## config.mk

```make
export PLATFORM = sky130hd
export DESIGN_NAME = spell_spi_mem
export DESIGN_NICKNAME = d
export VERILOG_FILES = /design/src/rtl/spell_pkg.sv /design/src/rtl/spell_spi_shifter.sv /design/src/rtl/spell_spi_mem.sv
export SDC_FILE = /design/constraint.sdc
export NUM_CORES = 1
export LEC_CHECK = 0
export CAP_MARGIN = 5
export CORE_UTILIZATION = 25
export CTS_CLUSTER_DIAMETER = 30
export DETAILED_ROUTE_END_ITERATION = 10
export GPL_TIMING_DRIVEN = 0
export PLACE_DENSITY_LB_ADDON = 0.2
export SETUP_SLACK_MARGIN = 0.3
export SYNTH_ARGS = -nofsm -noshare
export SYNTH_HDL_FRONTEND = slang
export SYNTH_SLANG_ARGS = --single-unit
```

## constraint.sdc

```tcl
create_clock -name clk -period 2.1 [get_ports clk]
set_input_delay 0.63 -clock clk [delete_from_list [all_inputs] [get_ports clk]]
set_output_delay 0.63 -clock clk [all_outputs]
set_load 0.01 [all_outputs]
```

## src/rtl/spell_pkg.sv

```systemverilog
// Shared constants for the spell-core SPI SRAM bridge.
// Holds the SPI command bytes, the FSM state encoding and the frame builder.
package spell_pkg;

    localparam logic [7:0] SPI_CMD_READ  = 8'h03;
    localparam logic [7:0] SPI_CMD_WRITE = 8'h02;

    localparam int unsigned FRAME_BITS = 32;

    localparam logic [1:0] ST_IDLE    = 2'd0;
    localparam logic [1:0] ST_SHIFT   = 2'd1;
    localparam logic [1:0] ST_DONE    = 2'd2;
    localparam logic [1:0] ST_RELEASE = 2'd3;

    function automatic logic [31:0] spi_frame(input logic       wr,
                                              input logic [7:0] page,
                                              input logic [7:0] addr,
                                              input logic [7:0] data);
        return {(wr ? SPI_CMD_WRITE : SPI_CMD_READ), page, addr, data};
    endfunction

endpackage

```

## src/rtl/spell_spi_shifter.sv

```systemverilog
// 32-bit SPI mode-0 frame shifter with SCK divider.
// Shifts MSB first on SCK falling phases and samples MISO as SCK rises.
module spell_spi_shifter
    import spell_pkg::*;
#(
    parameter int unsigned CLK_DIV = 2
) (
    input  logic        clk,
    input  logic        rst_n,
    input  logic        load,
    input  logic [31:0] frame,
    input  logic        miso,
    output logic        sck,
    output logic        mosi,
    output logic [7:0]  rx,
    output logic        done
);

    localparam logic [3:0] DIV_LAST = 4'(CLK_DIV - 1);
    localparam logic [5:0] BIT_LAST = 6'(FRAME_BITS - 1);

    logic [3:0]  div_q, div_d;
    logic [5:0]  bit_q, bit_d;
    logic        sck_q, sck_d;
    logic        active_q, active_d;
    logic [31:0] sh_q, sh_d;
    logic [7:0]  rx_q, rx_d;

    always_comb begin
        div_d    = div_q;
        bit_d    = bit_q;
        sck_d    = sck_q;
        active_d = active_q;
        sh_d     = sh_q;
        rx_d     = rx_q;
        done     = 1'b0;
        if (load) begin
            div_d    = '0;
            bit_d    = '0;
            sck_d    = 1'b0;
            active_d = 1'b1;
            sh_d     = frame;
        end else if (active_q) begin
            if (div_q == DIV_LAST) begin
                div_d = '0;
                if (!sck_q) begin
                    sck_d = 1'b1;
                    rx_d  = {rx_q[6:0], miso};
                end else begin
                    // MOSI only moves here, at the start of a low phase
                    sck_d = 1'b0;
                    sh_d  = {sh_q[30:0], 1'b0};
                    bit_d = bit_q + 6'd1;
                    if (bit_q == BIT_LAST) begin
                        active_d = 1'b0;
                        done     = 1'b1;
                        sh_d     = '0;
                    end
                end
            end else begin
                div_d = div_q + 4'd1;
            end
        end
    end

    always_ff @(posedge clk or negedge rst_n) begin
        if (!rst_n) begin
            div_q    <= '0;
            bit_q    <= '0;
            sck_q    <= 1'b0;
            active_q <= 1'b0;
            sh_q     <= '0;
            rx_q     <= '0;
        end else begin
            div_q    <= div_d;
            bit_q    <= bit_d;
            sck_q    <= sck_d;
            active_q <= active_d;
            sh_q     <= sh_d;
            rx_q     <= rx_d;
        end
    end

    assign sck  = sck_q;
    assign mosi = sh_q[31];
    assign rx   = rx_q;

endmodule

```

## src/rtl/spell_spi_mem.sv

```systemverilog
// Spell-core memory request to SPI SRAM bridge: one byte read or write per request.
// The request is captured into the shifter's frame register on accept.
module spell_spi_mem
    import spell_pkg::*;
#(
    parameter int unsigned CLK_DIV   = 2,
    parameter logic [7:0]  DATA_PAGE = 8'h01
) (
    input  logic       clk,
    input  logic       rst_n,
    input  logic       select,
    input  logic [7:0] addr,
    input  logic [7:0] data_in,
    input  logic       memory_type_data,
    input  logic       write,
    output logic [7:0] data_out,
    output logic       data_ready,
    output logic       spi_cs_n,
    output logic       spi_sck,
    output logic       spi_mosi,
    input  logic       spi_miso
);

    localparam logic [3:0] DIV_LAST = 4'(CLK_DIV - 1);

    logic [1:0] state_q, state_d;
    logic       cs_n_q, cs_n_d;
    logic       write_q, write_d;
    logic [7:0] data_out_q, data_out_d;
    logic [3:0] gap_q, gap_d;

    logic        shift_load;
    logic        shift_done;
    logic [7:0]  shift_rx;
    logic [31:0] shift_frame;

    assign shift_frame = spi_frame(write, (memory_type_data ? DATA_PAGE : 8'h00),
                                   addr, data_in);

    always_comb begin
        state_d    = state_q;
        cs_n_d     = cs_n_q;
        write_d    = write_q;
        data_out_d = data_out_q;
        gap_d      = gap_q;
        shift_load = 1'b0;
        case (state_q)
            ST_IDLE: begin
                if (select) begin
                    shift_load = 1'b1;
                    write_d    = write;
                    cs_n_d     = 1'b0;
                    state_d    = ST_SHIFT;
                end
            end
            ST_SHIFT: begin
                if (shift_done) begin
                    cs_n_d = 1'b1;
                    if (!write_q) data_out_d = shift_rx;
                    state_d = ST_DONE;
                end
            end
            ST_DONE: begin
                gap_d   = '0;
                state_d = ST_RELEASE;
            end
            ST_RELEASE: begin
                // Keeps chip select high for at least CLK_DIV cycles between frames
                if (gap_q != DIV_LAST) gap_d = gap_q + 4'd1;
                if (!select && gap_q == DIV_LAST) state_d = ST_IDLE;
            end
            default: state_d = ST_IDLE;
        endcase
    end

    always_ff @(posedge clk or negedge rst_n) begin
        if (!rst_n) begin
            state_q    <= ST_IDLE;
            cs_n_q     <= 1'b1;
            write_q    <= 1'b0;
            data_out_q <= '0;
            gap_q      <= '0;
        end else begin
            state_q    <= state_d;
            cs_n_q     <= cs_n_d;
            write_q    <= write_d;
            data_out_q <= data_out_d;
            gap_q      <= gap_d;
        end
    end

    spell_spi_shifter #(
        .CLK_DIV(CLK_DIV)
    ) u_shifter (
        .clk  (clk),
        .rst_n(rst_n),
        .load (shift_load),
        .frame(shift_frame),
        .miso (spi_miso),
        .sck  (spi_sck),
        .mosi (spi_mosi),
        .rx   (shift_rx),
        .done (shift_done)
    );

    assign data_out   = data_out_q;
    assign data_ready = (state_q == ST_DONE);
    assign spi_cs_n   = cs_n_q;

endmodule

```

Word level (Yosys, flattened, before mapping):

Index checks and enable logic that the tools add are counted.

* register bits after elaboration: 68
* bits in latches: 0
* memory bits (writable): 0
* ROM bits: 0
* input bits: 22
* output and inout port bits: 12
* memories kept: 0

* add/sub/neg operators: 3
* multipliers: 0
* divide/modulo/power cells: 0
* $lt $le $gt $ge: 0
* equal/unequal tests: 11
* shift operators: 0
* muxes and demuxes: 39
* bitwise operators: 3
* reductions and logical operators: 16

Operators by type and width (number)
* 32-bit 2-to-1 mux: 5
* 6-bit 2-to-1 mux: 4
* 1-bit 2-to-1 mux: 20
* 4-bit 2-to-1 mux: 4
* 3-bit AND reduction: 4
* 2-bit nonzero test: 5
* 4-bit by 1-bit adder with 4-bit output, second input constant: 2
* 4-bit by 1-bit == test with 1-bit output, second input constant: 2
* 2-bit != test, second input constant: 4
* 2-bit one-hot mux with 4 select lines: 1
* 4-bit one-hot mux with 2 select lines: 1
* 6-bit by 1-bit adder with 6-bit output, second input constant: 1
* 6-bit by 5-bit == test with 1-bit output, second input constant: 1
* 2-bit 2-to-1 mux: 3
* 2-bit AND reduction: 3
* 2-bit == test, second input constant: 2
* 4-bit by 1-bit != test with 1-bit output, second input constant: 1
* 4-bit AND reduction: 1
* 1-bit inverter: 3
* 2-bit by 1-bit == test with 1-bit output, second input constant: 1
* 2-bit logical NOT: 1
* 1-bit one-hot mux with 2 select lines: 1
* 1-bit logical AND: 1
* 1-bit logical NOT: 1

Longest topological paths before layout:

Gate-level depths: netlist of the first run.

* word-level depth: 8
* depth in mapped cells: 8

Hierarchy:

From an unflattened synthesis of the first run, not the netlist that was laid out.

* cells, all modules: 365
* area total of the unflattened synthesis: 3613.5 µm²

By module, submodules not included
* spell_spi_shifter: times used 1, cells each 302, area each 2817.7 µm², seq. area each 1301.2 µm²
* spell_spi_mem: times used 1, cells each 63, area each 795.8 µm², seq. area each 401.6 µm²

Least setup slack after synthesis of the first run:

No wires, ideal clock.

* path type: reg2reg
* start: register gap_q[1]
* end: register state_q[1]
* arrival: 1.699 ns
* data required time: 1.972 ns
* setup slack: 0.273 ns
* stages on the path, launching flop included: 7
* path buffers: 0
* period minus slack after synthesis: 1.827 ns
* cell sequence: dfrtp_1 inv_1 ha_1 nor3b_1 a21oi_1 a221oi_2 mux2_1

* cells in the longest elaborated chain, start to end: 4

Ends and longest elaborated chain
* start, declared: RTL line spell_spi_mem.sv:30 `logic [3:0] gap_q, gap_d;`
* start signal, assigned: RTL line spell_spi_mem.sv:88 `gap_q <= gap_d;`
* 4-bit by 1-bit == test with 1-bit output: RTL line spell_spi_mem.sv:70 `if (!select && gap_q == DIV_LAST) state_d = ST_IDLE;`
* 1-bit logical AND: RTL line spell_spi_mem.sv:70
* 2-bit != test (no line)
* 3-bit AND reduction (no line)
* end signal, assigned: RTL line spell_spi_mem.sv:84 `state_q <= state_d;`
* end, declared: RTL line spell_spi_mem.sv:26 `logic [1:0] state_q, state_d;`

Every way passes these cells.
A chain may end at the register's enable or synchronous reset.

Final worst setup path of the first run:

* start: register u_shifter.div_q[0]
* end: register u_shifter.rx_q[7], in the netlist u_shifter.rx[7]

* cells in the longest elaborated chain, start to end: 2

Ends and longest elaborated chain
* start, declared: RTL line spell_spi_shifter.sv:22 `logic [3:0] div_q, div_d;`
* start signal, assigned: RTL line spell_spi_shifter.sv:75 `div_q <= div_d;`
* 4-bit by 1-bit == test with 1-bit output: RTL line spell_spi_shifter.sv:44 `if (div_q == DIV_LAST) begin`
* 4-bit AND reduction (no line)
* end signal, assigned: RTL line spell_spi_shifter.sv:80 `rx_q <= rx_d;`
* end, declared: RTL line spell_spi_shifter.sv:27 `logic [7:0] rx_q, rx_d;`

Every way passes these cells.

==> impl_results.md, run 1 <==
* Status: completed
* TritonCTS clock tree: yes
* Post-synth top area cell: dfrtp_1
* Vias in the first global route at 2257
* Max H-tree Level at 3
* CP Data Arrival Time at roughly 2100 ps
* Wire length per cell at approximately 14 um
* All-Layer GR Usage at between 10% and 20%
* Max VDD drop at slightly above 0.0003 V
* Worst Setup Start Kind: flip-flop
* Met1 WL at approximately 3400 um
* Syn Inst Count at about 280
* Ys Warns at 0
* Data required, critical path at 2310 ps
* Syn Nets at a little over 300
* RSZ-0062 raised after global routing: true
* Clock Power Share at between 50% and 60%
* Top cell type's share of synthesized area at a little over half
* Switching Share at 21.4%
* Relative slew slack at between 60% and 70%
* Most frequent cells in the layout: 67 x dfrtp_1, 58 x nor2_1, 19 x buf_4, 19 x clkdlybuf4s50_1
* Max layer used: met4
* Min Hold Slack at slightly above 300 ps
* Actual slew at the worst max-slew pin at 500 ps
* Crit share post-route at 90.5%
* Final setup vio count at 0
* NetSw at roughly 630 uW
* Met3 WL at 168 um
* Final critical-path required period at 1900 ps
* Pins Over Slew Limit at 0
* Die area at between 10000 and 15000 um2
* Total CTS buffers at 9
* CTS Hold Bufs at 0
* Pwr Total at slightly below 3 mW
* Layout Utilization at between 30% and 40%
* Post-DP HPWL at between 4000 and 5000 um
* Initial Util at a little over a quarter
* Met2 WL post-DR at 3240 um
* # diodes at 0
* Die Ht at between 100 and 150 um
* Leak at approximately 2.0 nW
* Syn-to-layout area delta at 46.6%
* Flops & latches, synth at 68
* CP endpoint kind: flip-flop
* Max Root-Sink Buffers at 2
* F_max at roughly 530 MHz
* Hold Crit Class: in2async
* Filler cell count at about 1100
* Clock Latency Late Sink at 330 ps
* Via-to-Cell Ratio at ~4.7
* IO buf count at 33
* DRT iter0 DRCs at 84
* Die Wd at approximately 110 um
* Critical Path Fanout Max at 8
* Most common cell after layout, fill and taps aside: dfrtp_1
* Final Hold Viols at 0
* Core area at approximately 12000 um2
* Max-Cap Viols at 0
* DR pass1 iterations at 4
* Gate power share at approximately 2.5%
* Top cells by area, synth: dfrtp_1 55%, nor2_1 7.1%, mux2_2 5.9%
* Initial antenna violation count at 0
* Largest net degree at the start of global routing at 69
* Routability cong. at 0.716
* Ports at 34
* DRT Wirelength at between 6000 and 7000 um
* GR Overflow Total at 0
* Nets at between 300 and 400
* Sink Count at 68
* DRC at 0
* Layout cell share with drive strength beyond 1 at approximately 32%
* Global-route wire length before repair at between 10000 and 15000 um
* Vias at 2319
* Post-synthesis cell area at about 3000 um2
* Routed Antenna Nets at 0
* Internal at 2.31 mW
* Row cnt at 39
* Mean area per synthesized cell at roughly 11 um2
* Clk slew on worst S/H paths at around 60 ps
* PD cells at approximately 660 nW/um2
* Sequential share of the synthesized area at a little under three fifths
* Critical path class: reg2reg
* Clock Skew at ~9 ps
* Reg power frac at between 40% and 50%
* Synth cell types at 37
* Root buffer cell: clkbuf_16
[repair_timing]
action | 4_1_cts | 5_1_grt
pin swaps | 3 | 29
resized for setup | 38 | 60
buffers inserted | 11 | 9
cloned | 0 | 4
endpoints found under the setup margin | 75 | 52
[layout make-up]
| cell class | count | area, um2 | share of cell area (%) |
|---|---|---|---|
| Timing Repair Buffer | 57 | 593 | 13.3 |
| Clock inverter | 6 | 71.3 | 1.60 |
| Clock buffer | 10 | 239 | 5.35 |
| Buffer | 16 | 141 | 3.16 |
| Multi-Input combinational cell | 187 | 1520 | 33.9 |
| Sequential cell | 68 | 1700 | 38.1 |
| Tap cell | 143 | 179 | 4.00 |
| Inverter | 7 | 26.3 | 0.588 |
[worst paths after layout]
path                                       to  slack (ps)  cells past startpoint               start
min in group clk                  data_out[7]         500                      1     u_shifter.rx[7]
setup reg to reg              u_shifter.rx[7]         200                      8  u_shifter.div_q[0]
max in group asynchronous            spi_cs_n        1470                      2               rst_n
setup / recovery              u_shifter.rx[7]         200                      8  u_shifter.div_q[0]
hold / removal             u_shifter.sh_q[27]         300                      2               rst_n
hold reg to reg                   data_out[7]         500                      1     u_shifter.rx[7]
[cell families after synthesis]
family | after synthesis | synth area share [%]
AND/OR/NAND/NOR | 101 | 15.3
flip-flops | 68 | 55.8
AO/OA/AOI/OAI | 48 | 12.1
buffers and inverters | 23 | 3.53
multiplexers | 20 | 7.26
adder cells (fa/ha/maj) | 9 | 3.69
XOR/XNOR | 8 | 2.30
[state kept, by name, indices dropped and copies added, names as in the netlist, 2 cells and up]
signal and flops:
state_q 2, u_shifter.div_q 4, u_shifter.bit_q 6, data_out 8
gap_q 4, u_shifter.sh_q 32, u_shifter.rx 8
[power groups by stage]
stage / clock, mW / sequential (mW) / combinational (mW)
2_1_floorplan: 0 / 1.33 / 0.00115
3_3_place_gp: 0 / 1.33 / 0.0708
3_5_place_dp: 0 / 1.33 / 0.0765
4_1_cts: 1.59 / 1.31 / 0.0762
5_1_grt: 1.65 / 1.31 / 0.0821
6_report: 1.55 / 1.31 / 0.0730
[synth_stat cells]
| cell | n |
|---|---|
| dfrtp_1 | 67 |
| nor2_1 | 58 |
| a221oi_1 | 17 |
| nand2_1 | 17 |
| mux2_2 | 16 |
| a22oi_1 | 13 |
| ha_1 | 9 |
| nand3_1 | 9 |
| xor2_1 | 8 |
| inv_1 | 7 |
| a21oi_1 | 6 |
| buf_2 | 5 |
| clkbuf_1 | 5 |
| nand4_1 | 4 |
| and2_1 | 3 |
| buf_1 | 3 |
| mux2i_1 | 3 |
| o21ai_0 | 3 |
| a21o_1 | 2 |
| and3_2 | 2 |
| buf_4 | 2 |
| nor3_1 | 2 |
| nor3b_1 | 2 |
| a211oi_1 | 1 |
| a21boi_0 | 1 |
| a221o_1 | 1 |
| a221oi_2 | 1 |
| a41oi_1 | 1 |
| and2b_1 | 1 |
| and4bb_1 | 1 |
| buf_6 | 1 |
| dfstp_2 | 1 |
| mux2_1 | 1 |
| nand4bb_1 | 1 |
| nor4b_4 | 1 |
| o22ai_1 | 1 |
| o31ai_1 | 1 |
[critical path: stages, from the launching register on]
cell and delay (ps):
dfrtp_1 390, ha_2 190, and4bb_1 210, buf_6 120
buf_4 130, buf_8 130, buf_6 120, nand3_4 150
mux2_2 350
[metrics by stage]
step	setup TNS, ps	setup slack (ps)	instances	area, um2
2_1_floorplan	0	305	277	3050
3_3_place_gp	-162450	-2110	453	3560
3_5_place_dp	-20490	-561	454	3590
4_1_cts	0	158	481	4040
5_1_grt	0	80.5	494	4470
6_report	0	199	494	4470
[metal layers]
layer	vias to the layer above	track usage, %
met1	1164	15.0
met5	-	0
met3	7	2.97
met4	0	4.53
li1	1123	-
met2	25	17.4
Note: power is estimated with default switching activity, not from simulation.
==> run 2, diff against run 1 <==
--- a/config.mk
+++ b/config.mk
@@ -6,6 +6,7 @@
 export NUM_CORES = 1
 export LEC_CHECK = 0
 export CAP_MARGIN = 5
+export CORE_MARGIN = 1
 export CORE_UTILIZATION = 25
 export CTS_CLUSTER_DIAMETER = 30
 export DETAILED_ROUTE_END_ITERATION = 10
==> results of run 2 <==
No change in the layout: final DEF, timing and power equal those of run 1.
==> variant: new RTL, config.mk and constraints of run 1 <==
`data_out_q` no longer has a reset.
--- a/src/rtl/spell_spi_mem.sv
+++ b/src/rtl/spell_spi_mem.sv
@@ -78,15 +78,17 @@
             state_q    <= ST_IDLE;
             cs_n_q     <= 1'b1;
             write_q    <= 1'b0;
-            data_out_q <= '0;
             gap_q      <= '0;
         end else begin
             state_q    <= state_d;
             cs_n_q     <= cs_n_d;
             write_q    <= write_d;
-            data_out_q <= data_out_d;
             gap_q      <= gap_d;
         end
+    end
+
+    always_ff @(posedge clk) begin
+        data_out_q <= data_out_d;
     end
 
     spell_spi_shifter #(
Formal check against the unedited RTL: no difference found for any inputs over 10 cycles, from zero or initial values and one cycle with rst_n low; that may be too few to reach the edited logic, so the function may still have changed.
==> variant against run 1 <==
  * The flow now finishes with violations (DRC)
  * Via count is 5.6% lower
  * Worst setup slack better by 46 ps
  * Total power shrank 2.1%
  * Die area fell by 1.7%
  * Routed wire length decreased by 5.8%
  * Clock skew down 3.6 ps
  * Sequential cell count unchanged
  * Final area fell by 7.8%
  * Worst hold slack improved by 46 ps
  * Sequential share of layout area rose by 4.2 points
  * Cell count decreased by 3.2%
  * Area after synthesis is 1.7% lower
  * Critical endpoint is now data_out[6]$_DFFE_PP_
==> variant: results (changes against run 1) <==
** Placed design
- The HPWL after detailed placement was 4050 um (-5.8%).
- Post-Place Cells :: 444 (-2.2%)

** Global routing
- Largest net degree at the start of global routing :: 61 (-12%)
- First-pass GRT wire length :: 10900 um (-2.4%)
- Aggregate global-route resource usage :: 0.110 (-0.00232)

** Synthesis
- Mapped Nets :: 299 (-2.9%)
- Sequential share of the synthesized area :: 0.582 (+0.0232)
- Instance count of the mapped netlist :: 268 (-3.2%)
- Number of enable-type register cells in the synthesized netlist :: 8 (+8)
- Fraction of synthesis flops using an asynchronous set or reset pin :: 0.882 (-0.118)
- Ranking of synthesized cells by area :: sky130_fd_sc_hd__dfrtp_1 (49%), sky130_fd_sc_hd__edfxtp_1 (8.0%), sky130_fd_sc_hd__nor2_1 (7.3%)
- The distinct cell type count after synthesis came to 40 (+8.1%).

** Outcome
- Violations in the final reports :: DRC
- Outcome :: finished with violations

** Worst setup path
- The cell family contributing the most delay on the critical path is simple AND/OR/NAND/NOR gates.
- The number of cells on the worst reg-to-reg path was 7 (-1).
- Arrival time worst endpoint :: 1900 ps (-210 ps)

** Final layout
- Area of all sequential standard cells :: 0.00174 mm^2 (+2.4%)
- The multi-input gate count came to 178 (-4.8%).
- Clock buffer and inverter area fraction after layout :: 0.0716 (+0.00219)
- Count of clock buffers in the final design :: 11 (+1)
- The net total in the final layout was 361 (-4.2%).
- The inverter count is 6 (-1).
- Synth-to-layout area growth :: 37.6%
- The multi-input combinational area share came to 0.315 (-0.0249).

** Routing
- The residual DRC count was 8 (+8).

** Timing
- The worst clock skew was 5.58 ps (-3.57 ps).
- The worst hold slack across all endpoints came to 351 ps (+45.7 ps).
- The post-route minimum period was 1850 ps (-46.4 ps).

** Pwr
- Maximum VDD drop :: 0.412 mV (+33%)
==> variant: changes by cell type after synthesis, sizes merged, moves of 2 or more <==
cell / delta
buf: -2
clkbuf: +2
dfrtp: -8
edfxtp: +8
mux2: -8
mux2i: +2
nand4: -2
==> variant: cells by family (layout without fill, tap and decap cells) <==
logic type | after synthesis | count (layout) | share of synthesized area
compound gates | 48 | 48 | 0.123
xor+xnor | 7 | 7 | 0.0205
fa+ha+maj | 9 | 9 | 0.0376
buf+inv | 22 | 89 | 0.0342
flops | 68 | 68 | 0.582
mux | 14 | 14 | 0.0505
simple gates | 100 | 100 | 0.153
==> variant: metal layers <==
metal	global-route usage	wire length, um	vias up
li1	-	-	1078
met1	0.142	3010	1066
met2	0.171	3130	37
met3	0.0376	314	7
met4	0.0405	83	0
met5	0	0	-
